[config.mk]
export PLATFORM = sky130hd
export DESIGN_NAME = cc_ben_unit
export DESIGN_NICKNAME = d
export VERILOG_FILES = /design/src/rtl/cc_ben_unit.sv
export SDC_FILE = /design/constraint.sdc
export NUM_CORES = 1
export LEC_CHECK = 0
export BUFFER_PORTS_ARGS = -buffer_cell sky130_fd_sc_hd__buf_2
export CORE_MARGIN = 2
export CORE_UTILIZATION = 51
export DETAILED_ROUTE_END_ITERATION = 16
export PLACE_DENSITY_LB_ADDON = 0.15
export SETUP_SLACK_MARGIN = 0.2
export SKIP_CTS_REPAIR_TIMING = 1
export SKIP_LAST_GASP = 1
export SYNTH_ARGS = -nofsm -noshare
export SYNTH_HDL_FRONTEND = slang
export SYNTH_SLANG_ARGS = --single-unit
[constraint.sdc]
create_clock -name clk -period 3.8 [get_ports clk]
set_clock_uncertainty 0.15 [all_clocks]
set_input_delay 0.38 -clock clk [delete_from_list [all_inputs] [get_ports clk]]
set_output_delay 0.38 -clock clk [all_outputs]
set_load 0.03 [all_outputs]
[src/rtl/cc_ben_unit.sv]
// Condition-code / branch-enable unit with a LIFO save stack for CC across interrupt entry and RTI.
// Latency: CC, BEN and stack state all update 1 cycle after their load/push/pop strobe.
// No backpressure: illegal push/pop combinations are dropped and raise the sticky stack_err flag.
module cc_ben_unit #(
  parameter int WIDTH = 16,
  parameter int DEPTH = 4
) (
  input  logic                       clk,
  input  logic                       Reset,
  input  logic [WIDTH-1:0]           bus,
  input  logic                       LDCC,
  input  logic [2:0]                 IR_in,
  input  logic                       LDBEN,
  input  logic                       cc_push,
  input  logic                       cc_pop,
  output logic                       BEN,
  output logic [2:0]                 CC,
  output logic [$clog2(DEPTH+1)-1:0] stack_count,
  output logic                       stack_full,
  output logic                       stack_empty,
  output logic                       stack_err
);

  localparam int CW = $clog2(DEPTH + 1);
  localparam int IW = (DEPTH > 1) ? $clog2(DEPTH) : 1;
  localparam logic [CW-1:0] DEPTH_C = CW'(DEPTH);
  localparam logic [2:0] CC_Z = 3'b010;

  logic [2:0]    cc_q, cc_d;
  logic          ben_q, ben_d;
  logic [CW-1:0] count_q, count_d;
  logic          err_q, err_d;
  logic [2:0]    stack_q [DEPTH];
  logic [2:0]    stack_d [DEPTH];

  logic [2:0]    bus_nzp;
  logic          ben_calc;
  logic [IW-1:0] wr_idx;
  logic [IW-1:0] rd_idx;

  // Classify the bus value into a one-hot {N,Z,P} code.
  always_comb begin
    bus_nzp = CC_Z;
    if (bus[WIDTH-1]) begin
      bus_nzp = 3'b100;
    end else if (bus != '0) begin
      bus_nzp = 3'b001;
    end
  end

  assign ben_calc    = (IR_in[2] & cc_q[2]) | (IR_in[1] & cc_q[1]) | (IR_in[0] & cc_q[0]);
  assign stack_full  = (count_q == DEPTH_C);
  assign stack_empty = (count_q == '0);
  // Indices are only used when the matching push/pop is legal, so truncation at the ends is harmless.
  assign wr_idx      = IW'(count_q);
  assign rd_idx      = IW'(count_q - CW'(1));

  // Next-state for CC, BEN, stack pointer, stack contents and the sticky error flag.
  always_comb begin
    cc_d    = cc_q;
    count_d = count_q;
    err_d   = err_q;
    stack_d = stack_q;
    // BEN always evaluates against the CC held before this edge.
    ben_d   = LDBEN ? ben_calc : ben_q;

    if (cc_push && cc_pop) begin
      // Simultaneous push and pop is rejected outright; only the load is kept.
      err_d = 1'b1;
      if (LDCC) begin
        cc_d = bus_nzp;
      end
    end else if (cc_pop) begin
      // Pop owns the CC register this cycle, so LDCC is ignored either way.
      if (stack_empty) begin
        err_d = 1'b1;
      end else begin
        cc_d    = stack_q[rd_idx];
        count_d = count_q - CW'(1);
      end
    end else begin
      if (LDCC) begin
        cc_d = bus_nzp;
      end
      if (cc_push) begin
        if (stack_full) begin
          err_d = 1'b1;
        end else begin
          // The saved value is the CC before any same-cycle load.
          stack_d[wr_idx] = cc_q;
          count_d         = count_q + CW'(1);
        end
      end
    end
  end

  // Control state registers; synchronous reset wins over every strobe.
  always_ff @(posedge clk) begin
    if (Reset) begin
      cc_q    <= CC_Z;
      ben_q   <= 1'b0;
      count_q <= '0;
      err_q   <= 1'b0;
    end else begin
      cc_q    <= cc_d;
      ben_q   <= ben_d;
      count_q <= count_d;
      err_q   <= err_d;
    end
  end

  // Stack storage; contents are meaningless once the count is reset, so no reset here.
  always_ff @(posedge clk) begin
    stack_q <= stack_d;
  end

  assign CC          = cc_q;
  assign BEN         = ben_q;
  assign stack_count = count_q;
  assign stack_err   = err_q;

endmodule

==> results of run 1 <==
==> worst max-delay path by stage <==
stage                         from  slack, ns              to  cells past startpoint
global route        stack_count[0]       1.44     stack_empty                      5
CTS                 stack_count[0]       1.59     stack_empty                      5
global placement    stack_count[0]       1.80      stack_q[6]                      5
floorplan           stack_count[0]       1.67  stack_count[2]                      6
finish              stack_count[0]       1.59     stack_empty                      5
detailed placement  stack_count[0]       1.74      stack_q[1]                      5
==> routing by layer <==
layer	GRT usage	up-vias	share of wire
met5	0	-	0
met4	0.06486	0	0.0070
met3	0.03396	2	0.060
met2	0.2853	31	0.45
met1	0.2411	316	0.48
li1	-	368	-
==> through the flow <==
stage	hold WS, ns	utilization	std cells	power (uW)	cell area (um^2)
final	0.1170	0.6759	139	512.4	1192
after detailed placement	0.3212	0.6610	135	421.0	1166
after CTS	0.1124	0.6759	139	516.5	1192
after global placement	0.3233	0.6610	135	419.5	1166
after floorplan	0.3256	-	78	375.2	983.4
after global routing	0.1016	0.6759	139	542.3	1192
==> worst max-delay path, cell delays in order (launching register included) <==
cell and delay, ns:
dfxtp_1 0.53, inv_1 0.17, ha_1 0.29, nand2b_1 0.14
inv_1 0.08, buf_2 0.18
==> cells by family (layout without fill, tap and decap cells) <==
logic type                 Yosys count  in the layout  share of synthesized area
and+or+nand+nor                     25             25                     0.1399
DFF                                 20             20                     0.5293
AOI/OAI and AO/OA                   13             13                     0.1107
buffers and inverters                7             43                    0.03817
muxes                                6              6                     0.1005
adders and majority gates            5              5                    0.06361
xor gates and xnor gates             2              2                    0.01781
==> cell usage after synthesis, types with 2 or more instances <==
cell type / count
nand2b_1: 2
mux4_2: 3
nand2_1: 2
nor4_1: 4
nor2_1: 6
edfxtp_1: 12
and2_1: 5
dfxtp_1: 8
inv_1: 5
mux2i_1: 2
ha_1: 5
a211oi_1: 2
a21oi_1: 3
==> where the power goes <==
group	switching (uW)	total (uW)	leakage (uW)	internal, uW
clock	58.1	96.3	0.0000154	38.1
combinational	87.0	149	0.000311	61.6
sequential	18.3	268	0.000176	249
==> area by class of cell <==
class                      instances  share of cell area
clock inverter                     1            0.003148
inverter                           5             0.01574
clock buffer                       3             0.01889
multi-input combinational         51              0.3568
sequential                        20              0.4365
tap                               25             0.02623
timing repair buffer              34              0.1427
==> sequential cells by signal (all words and copies together), names as in the netlist <==
register and flops:
CC 3, stack_count 3, stack_q 12, stack_err 1, BEN 1
==> impl_metrics.toml, run 1 <==
[outcome]
status = "complete, no violations"

[detailed_routing]
dr.pass1.iters = 4
num_vias = 717
ant_nets = 0
wl_um = 1869
drt_first_iter_violations = 17
wire_per_inst_um = 13.45
route.detailed.drc = 0
viasPerCell = 5.158

[clock_tree]
cts_root_buf = "clkbuf_4"
cts_buffer_depth = 2
cts_tree = "yes"
clkTransAtPathRegs_ns = 0.11
clk_latency_ns = 0.29
htreeDepth = 1
cts_buffers = 3
cts.sinks = 20

[worst_setup_path]
cp-start-kind = "flip-flop"
crit_path_end_kind = "output pin"
crit_required_ns = 3.27
rr_startpoint = "stack_count[0]"
path_class = "reg2out"
crit_fanout = 7
crit_arrival_ns = 1.68
r2r_end = "stack_count[2]"
rrSetupSlack_ns = 1.72
r2r_cells = 6

[grt]
grt_max_degree = 12
grt_pass1_vias = 619
grt.total_usage = 0.1786
grt_first_pass_wirelength_um = 2704
grt-ovfl-total = 0
antenna_found_initial = 0

[synthesis]
ys.warnings.count = 0
synthArstFlopShare = 0
ys.flop_type = "edfxtp_1"
netlist_top_cells_area = "edfxtp_1 (37%), dfxtp_1 (16%), mux4_2 (6.9%), ha_1 (6.4%), and2_1 (3.2%)"
ys_types = 32
synth_largest_area_cell = "edfxtp_1"
synth_top_area_frac = 0.3664
syn-num-nets = 108
synth-seq-cells = 20
seq_area_frac_synth = 0.5293
syn_inst = 78
syn_area_um2 = 983.4
synth_enable_flop_cells = 12
syn_avg_cell_area_um2 = 12.61

[finish]
nets = 145
final_common_cell = "buf_2"
multiInputGateArea_um2 = 425.4
drive_gt1_frac = 0.3860
n_fill_cell = 150
layout_common_cells = "buf_2 (34), edfxtp_1 (12), dfxtp_1 (8)"
syn_to_final_growth_pct = 21.25
regArea_um2 = 520.5
antenna_cells = 0

[min_path]
hold_depth = 2
hold_path_end = "BEN"
min_from = "LDBEN"
hold_class = "in2reg"

[placement]
dp_hpwl_um = 1480
io_buffers = 34
gp_congestion = 0.8094
place_ws_ns = 1.742

[power]
ir_drop_mv = 0.2086
powerDensity_nw_per_um2 = 429.7
p_leak_uw = 0.0005019

[floorplanning]
dieArea_um2 = 2295
io_pins = 35
row_count = 15
core_area_um2 = 1764
fp.dieW_um = 47.91
start_util = 0.5574
fp.dieH_um = 47.91

[sta]
tightest_slew_ns = 0.3159
hold_violations = 0
worst_slack_ns = 1.588
fin_crit_ns = 2.212
max_freq_mhz = 452.0
slew_headroom = 0.7834
rsz0062_at_grt = "no"
final_max_slew_viol_count = 0
finalCritPeriodShare = 0.5822
setup_viol = 0
setup_tns_ns = 0

[job]
cap_viol_max_count = 0
Power figures use the tool's default switching activity.
==> run 2: changes to the inputs <==
- ABC_AREA: not set -> 1
- CORE_UTILIZATION: 51 -> 44
- clock period: 3.8 -> 1.95 ns (I/O delays scaled with it)
==> run 2 against run 1 <==
  * Synthesized area up 7.6%
  * Register-to-register slack worse by 1.4 ns
  * Hold slack worse by 0.098 ns
  * Core utilization down 6.6 points
  * Clock power rose to 3.5 times the previous value
  * Flip-flop and latch count unchanged
  * Die area up 23%
  * Critical endpoint is now stack_full
  * Largest cell class unchanged
==> impl_metrics.toml, run 2 <==
[outcome]
status = "complete, no violations"

[synthesis]
netlist_top_cells_area = "edfxtp_1 (34%), dfxtp_1 (15%), nand2_1 (10%), nor2_1 (8.5%), ha_1 (5.9%)"
syn-num-nets = 157
synthArstFlopShare = 0
synth-seq-cells = 20
synth_enable_flop_cells = 12
ys.warnings.count = 0
synth_top_area_frac = 0.3404
seq_area_frac_synth = 0.4917
ys.flop_type = "edfxtp_1"
synth_common_cells = "nand2_1 (29), nor2_1 (24), edfxtp_1 (12)"
ys_types = 22
syn_area_um2 = 1059
synth_largest_area_cell = "edfxtp_1"
syn_avg_cell_area_um2 = 8.335
synth.most_common_cell = "nand2_1"
syn_inst = 127

[clock_tree]
clk_latency_ns = 0.30
cts_tree = "yes"
cts_root_buf = "clkbuf_4"
cts.sinks = 20
clkTransAtPathRegs_ns = 0.11
htreeDepth = 1
cts_buffers = 3
cts_buffer_depth = 2

[sta]
hold_violations = 0
max_freq_mhz = 600.7
finalCritPeriodShare = 0.8537
fin_crit_ns = 1.665
setup_viol = 0
rsz0062_at_grt = "no"
tightest_slew_ns = 0.2864
holdWs_ns = 0.01889
worst_slack_ns = 0.2852
slew_headroom = 0.8088
final_max_slew_viol_count = 0
setup_tns_ns = 0

[placement]
place_ws_ns = 0.3097
gp_congestion = 0.8203
dp_cells = 188
dp_hpwl_um = 1812
io_buffers = 34

[detailed_routing]
wire_per_inst_um = 11.76
dr.pass1.iters = 4
drt_first_iter_violations = 25
route.detailed.drc = 0
wl_um = 2293
viasPerCell = 4.810
ant_nets = 0
num_vias = 938

[power]
p_leak_uw = 0.0006269
ir_drop_mv = 0.5488
power_uw = 1161
powerDensity_nw_per_um2 = 852.0

[finish]
regMostFlops = "stack_q"
antenna_cells = 0
drive_gt1_frac = 0.3174
final_common_cell = "buf_2"
largest_register_ffs = 12
syn_to_final_growth_pct = 28.72
layout_common_cells = "buf_2 (33), nand2_1 (29), nor2_1 (24)"
nets = 198
final_cells = 195

[worst_setup_path]
crit_end = "stack_full"
crit_fanout = 12
r2r_cells = 5
crit_path_end_kind = "output pin"
r2r_end = "stack_q[9]"
path_class = "reg2out"
crit_required_ns = 1.60
crit_arrival_ns = 1.32
cp-start-kind = "flip-flop"
rrSetupSlack_ns = 0.29
rr_startpoint = "stack_count[0]"
critPathLaunch = "stack_count[0]"

[floorplanning]
start_util = 0.4739
core_area_um2 = 2233
fp.dieW_um = 53.05
io_pins = 35
row_count = 17
fp.dieH_um = 53.05
dieArea_um2 = 2814

[grt]
grt_max_degree = 13
grt_pass1_vias = 791
grt.total_usage = 0.1773
grt_first_pass_wirelength_um = 3394
grt-ovfl-total = 0
antenna_found_initial = 0

[min_path]
hold_class = "in2reg"

[job]
cap_viol_max_count = 0
[run 2: cell count changes in the layout (fill, tap and decap cells not counted), sizes merged, moves of 3 or more]
cell / change
a21oi: +6
nor2: +19
inv: +11
o21ai: +6
mux4: -3
nand3: +7
and2: -5
nand2: +28
nor4: -4
[run 2: stage by stage]
step                instance area, um^2  utilization
floorplan                          1082            -
global placement                   1276       0.5714
detailed placement                 1276       0.5714
CTS                                1329       0.5950
global route                       1363       0.6101
finish                             1363       0.6101
[run 2: how the worst min path moves through the flow]
stage	start	endpoint	slack, ns	cells after the start
floorplan	Reset	stack_err	0.11	1
global placement	Reset	stack_err	0.23	2
detailed placement	Reset	stack_err	0.23	2
CTS	Reset	stack_err	-0.10	2
global route	IR_in[1]	BEN	0.03	3
finish	IR_in[1]	BEN	0.02	3
[run 2: worst max-delay path, stage by stage (launching register included)]
cell	delay [ns]
dfxtp_4	0.41
inv_4	0.11
ha_4	0.15
nand2_1	0.09
inv_2	0.07
buf_2	0.19
[run 2: cell type report]
cell class | count | area (um^2)
Fill cell | 212 | 870.8
Sequential cell | 20 | 525.5
Inverter | 16 | 62.56
Multi-Input combinational cell | 90 | 483.0
Tap cell | 28 | 35.03
Clock buffer | 3 | 22.52
Clock inverter | 1 | 30.03
Timing Repair Buffer | 37 | 203.9
[run 2: power by group]
group / switching, uW / total [uW] / leakage, uW / internal, uW
Combinational: 183 / 306 / 0.000422 / 123
Sequential: 35.7 / 518 / 0.000177 / 483
Clock: 129 / 337 / 0.0000279 / 208
Total: 348 / 1160 / 0.000627 / 813
[run 2: layer usage]
layer	GRT usage	wire length, um	up-vias
met2	0.2958	1132	27
met3	0.04237	114	4
met5	0	0	-
met1	0.2076	1005	411
li1	-	-	496
met4	0.09829	41	0
[run 2: logic make-up after synthesis]
family / Yosys count / share of synthesized area
AND/OR/NAND/NOR: 66 / 0.2766
flip-flops: 20 / 0.4917
AO/OA/AOI/OAI: 18 / 0.1005
buffers and inverters: 17 / 0.06383
adder cells (fa/ha/maj): 5 / 0.05910
XOR/XNOR: 1 / 0.008276
==> run 3: changes to the inputs <==
- CORE_MARGIN: 2 -> 4
==> run 3 against run 2 <==
  * Hold slack lost 0.0042 ns
  * Die area up 16%
  * Worst setup slack got worse by 0.032 ns
  * Register-to-register slack about the same
  * Power about the same
  * Flip-flop and latch count unchanged
  * Global-route usage down 1.3 points
  * Sequential power about the same
  * Clock power is essentially flat
  * Combinational power barely moved
  * Non-clock buffer count decreased by 1
  * Largest power group unchanged
==> impl_metrics.toml, run 3 (synthesis results as in run 2) <==
[worst_setup_path]
worst-path-buf-inv = 3
worst_path_dominant_cell_family = "flip-flops"
crit_required_ns = 1.60
crit_fanout = 12
cp-start-kind = "flip-flop"
path_cells = "inv_4 > ha_4 > inv_2 > nor2_4 > buf_6"
slowest_stage = "dfxtp_4"
rr_startpoint = "stack_count[0]"
path_class = "reg2out"
rrSetupSlack_ns = 0.28
crit_path_end_kind = "output pin"
r2r_end = "stack_q[9]"
crit_arrival_ns = 1.35
r2r_cells = 5
cpPeakStageDelay_ns = 0.41

[min_path]
min_from = "IR_in[1]"
hold_depth = 3
hold_path_end = "BEN"
hold_class = "in2reg"

[detailed_routing]
dr.pass1.iters = 4
wire_per_inst_um = 12.86
ant_nets = 0
num_vias = 958
viasPerCell = 4.938
route.detailed.drc = 0
wl_um = 2494
drt_first_iter_violations = 32

[finish]
regMostFlops = "stack_q"
antenna_cells = 0
n_fill_cell = 217
layout_common_cells = "buf_2 (33), nand2_1 (29), nor2_1 (22)"
final_cells = 194
drive_gt1_frac = 0.3253
final_common_cell = "buf_2"
largest_register_ffs = 12
syn_to_final_growth_pct = 28.49
nets = 197

[floorplanning]
core_area_um2 = 2255
fp.dieW_um = 57.05
io_pins = 35
fp.dieH_um = 57.05
start_util = 0.4695
dieArea_um2 = 3255
row_count = 17

[grt]
grt.total_usage = 0.1638
grt_pass1_vias = 953
grt_max_degree = 13
grt-ovfl-total = 0
antenna_found_initial = 0
grt_first_pass_wirelength_um = 4112

[placement]
dp_hpwl_um = 2022
io_buffers = 34
gp_congestion = 0.8086
dp_cells = 188

[sta]
rsz0062_at_grt = "yes"
fin_crit_ns = 1.697
tightest_slew_ns = 0.2901
finalCritPeriodShare = 0.8703
max_freq_mhz = 589.2
setup_tns_ns = 0
final_max_slew_viol_count = 0
setup_viol = 0
hold_violations = 0
slew_headroom = 0.8064

[clock_tree]
cts.sinks = 20
htreeDepth = 1
clk_latency_ns = 0.30
cts_root_buf = "clkbuf_4"
clkTransAtPathRegs_ns = 0.12
cts_tree = "yes"
cts_buffer_depth = 2
cts_buffers = 3

[power]
p_leak_uw = 0.0006214
powerDensity_nw_per_um2 = 854.1
ir_drop_mv = 0.5104

[job]
cap_viol_max_count = 0

[outcome]
status = "complete, no violations"
-- run 3: cell types whose count changed in the layout (fill, tap and decap cells not counted) --
cell,delta
nor2_1,-2
buf_4,-1
nor2_2,+2
-- run 3: per-stage QoR --
| step | setup slack, ns | utilization | hold WS, ns | cell area [um^2] | power (uW) |
|---|---|---|---|---|---|
| 3_5_place_dp | 0.2819 | 0.5660 | 0.2397 | 1276 | 822.0 |
| 6_report | 0.2529 | 0.6032 | 0.01467 | 1360 | 1162 |
| 4_1_cts | 0.1817 | 0.5893 | -0.08996 | 1329 | 1162 |
| 5_1_grt | 0.1751 | 0.6032 | 0.006613 | 1360 | 1228 |
| 3_3_place_gp | 0.3715 | 0.5660 | 0.2284 | 1276 | 813.7 |
| 2_1_floorplan | 0.2195 | - | 0.1141 | 1082 | 729.5 |
-- run 3: worst max path at each step --
stage | start | to | slack [ns] | cells past startpoint
after floorplan | stack_count[0] | CC[0] | 0.22 | 11
after global placement | stack_count[0] | stack_q[3] | 0.37 | 5
after detailed placement | stack_count[0] | stack_q[7] | 0.28 | 5
after CTS | stack_count[0] | stack_empty | 0.18 | 5
after global routing | stack_count[0] | stack_empty | 0.18 | 5
final | stack_count[0] | stack_empty | 0.25 | 5
-- run 3: per-layer routing --
layer,GRT usage,share of wire,wire length [um]
met3,0.02262,0.046,114
met2,0.3051,0.52,1297
met5,0,0,0
met4,0.04967,0.0068,17
met1,0.1930,0.43,1065
-- run 3: final cells by class --
type / count / area [um^2] / share of cell area
clock buffers: 3 / 22.52 / 0.01656
clock inverters: 1 / 30.03 / 0.02208
inverters: 16 / 62.56 / 0.04600
multi-input cells: 90 / 488.0 / 0.3588
flip-flops and latches: 20 / 525.5 / 0.3864
well taps: 28 / 35.03 / 0.02576
repair buffers: 36 / 196.4 / 0.1444
-- run 3: worst register-to-register path, delay by kind of cell (launching register included) --
| kind | cells | cell delay, ns |
|---|---|---|
| simple gates | 3 | 0.53 |
| flops | 1 | 0.44 |
| fa+ha+maj | 1 | 0.17 |
| buf+inv | 1 | 0.08 |
-- run 3: where the power goes --
group / switching [uW] / internal [uW] / leakage [uW] / total [uW]
Clock: 132 / 208 / 0.0000279 / 339
Sequential: 36.6 / 483 / 0.000177 / 519
Combinational: 184 / 119 / 0.000416 / 303
Total: 353 / 809 / 0.000621 / 1160
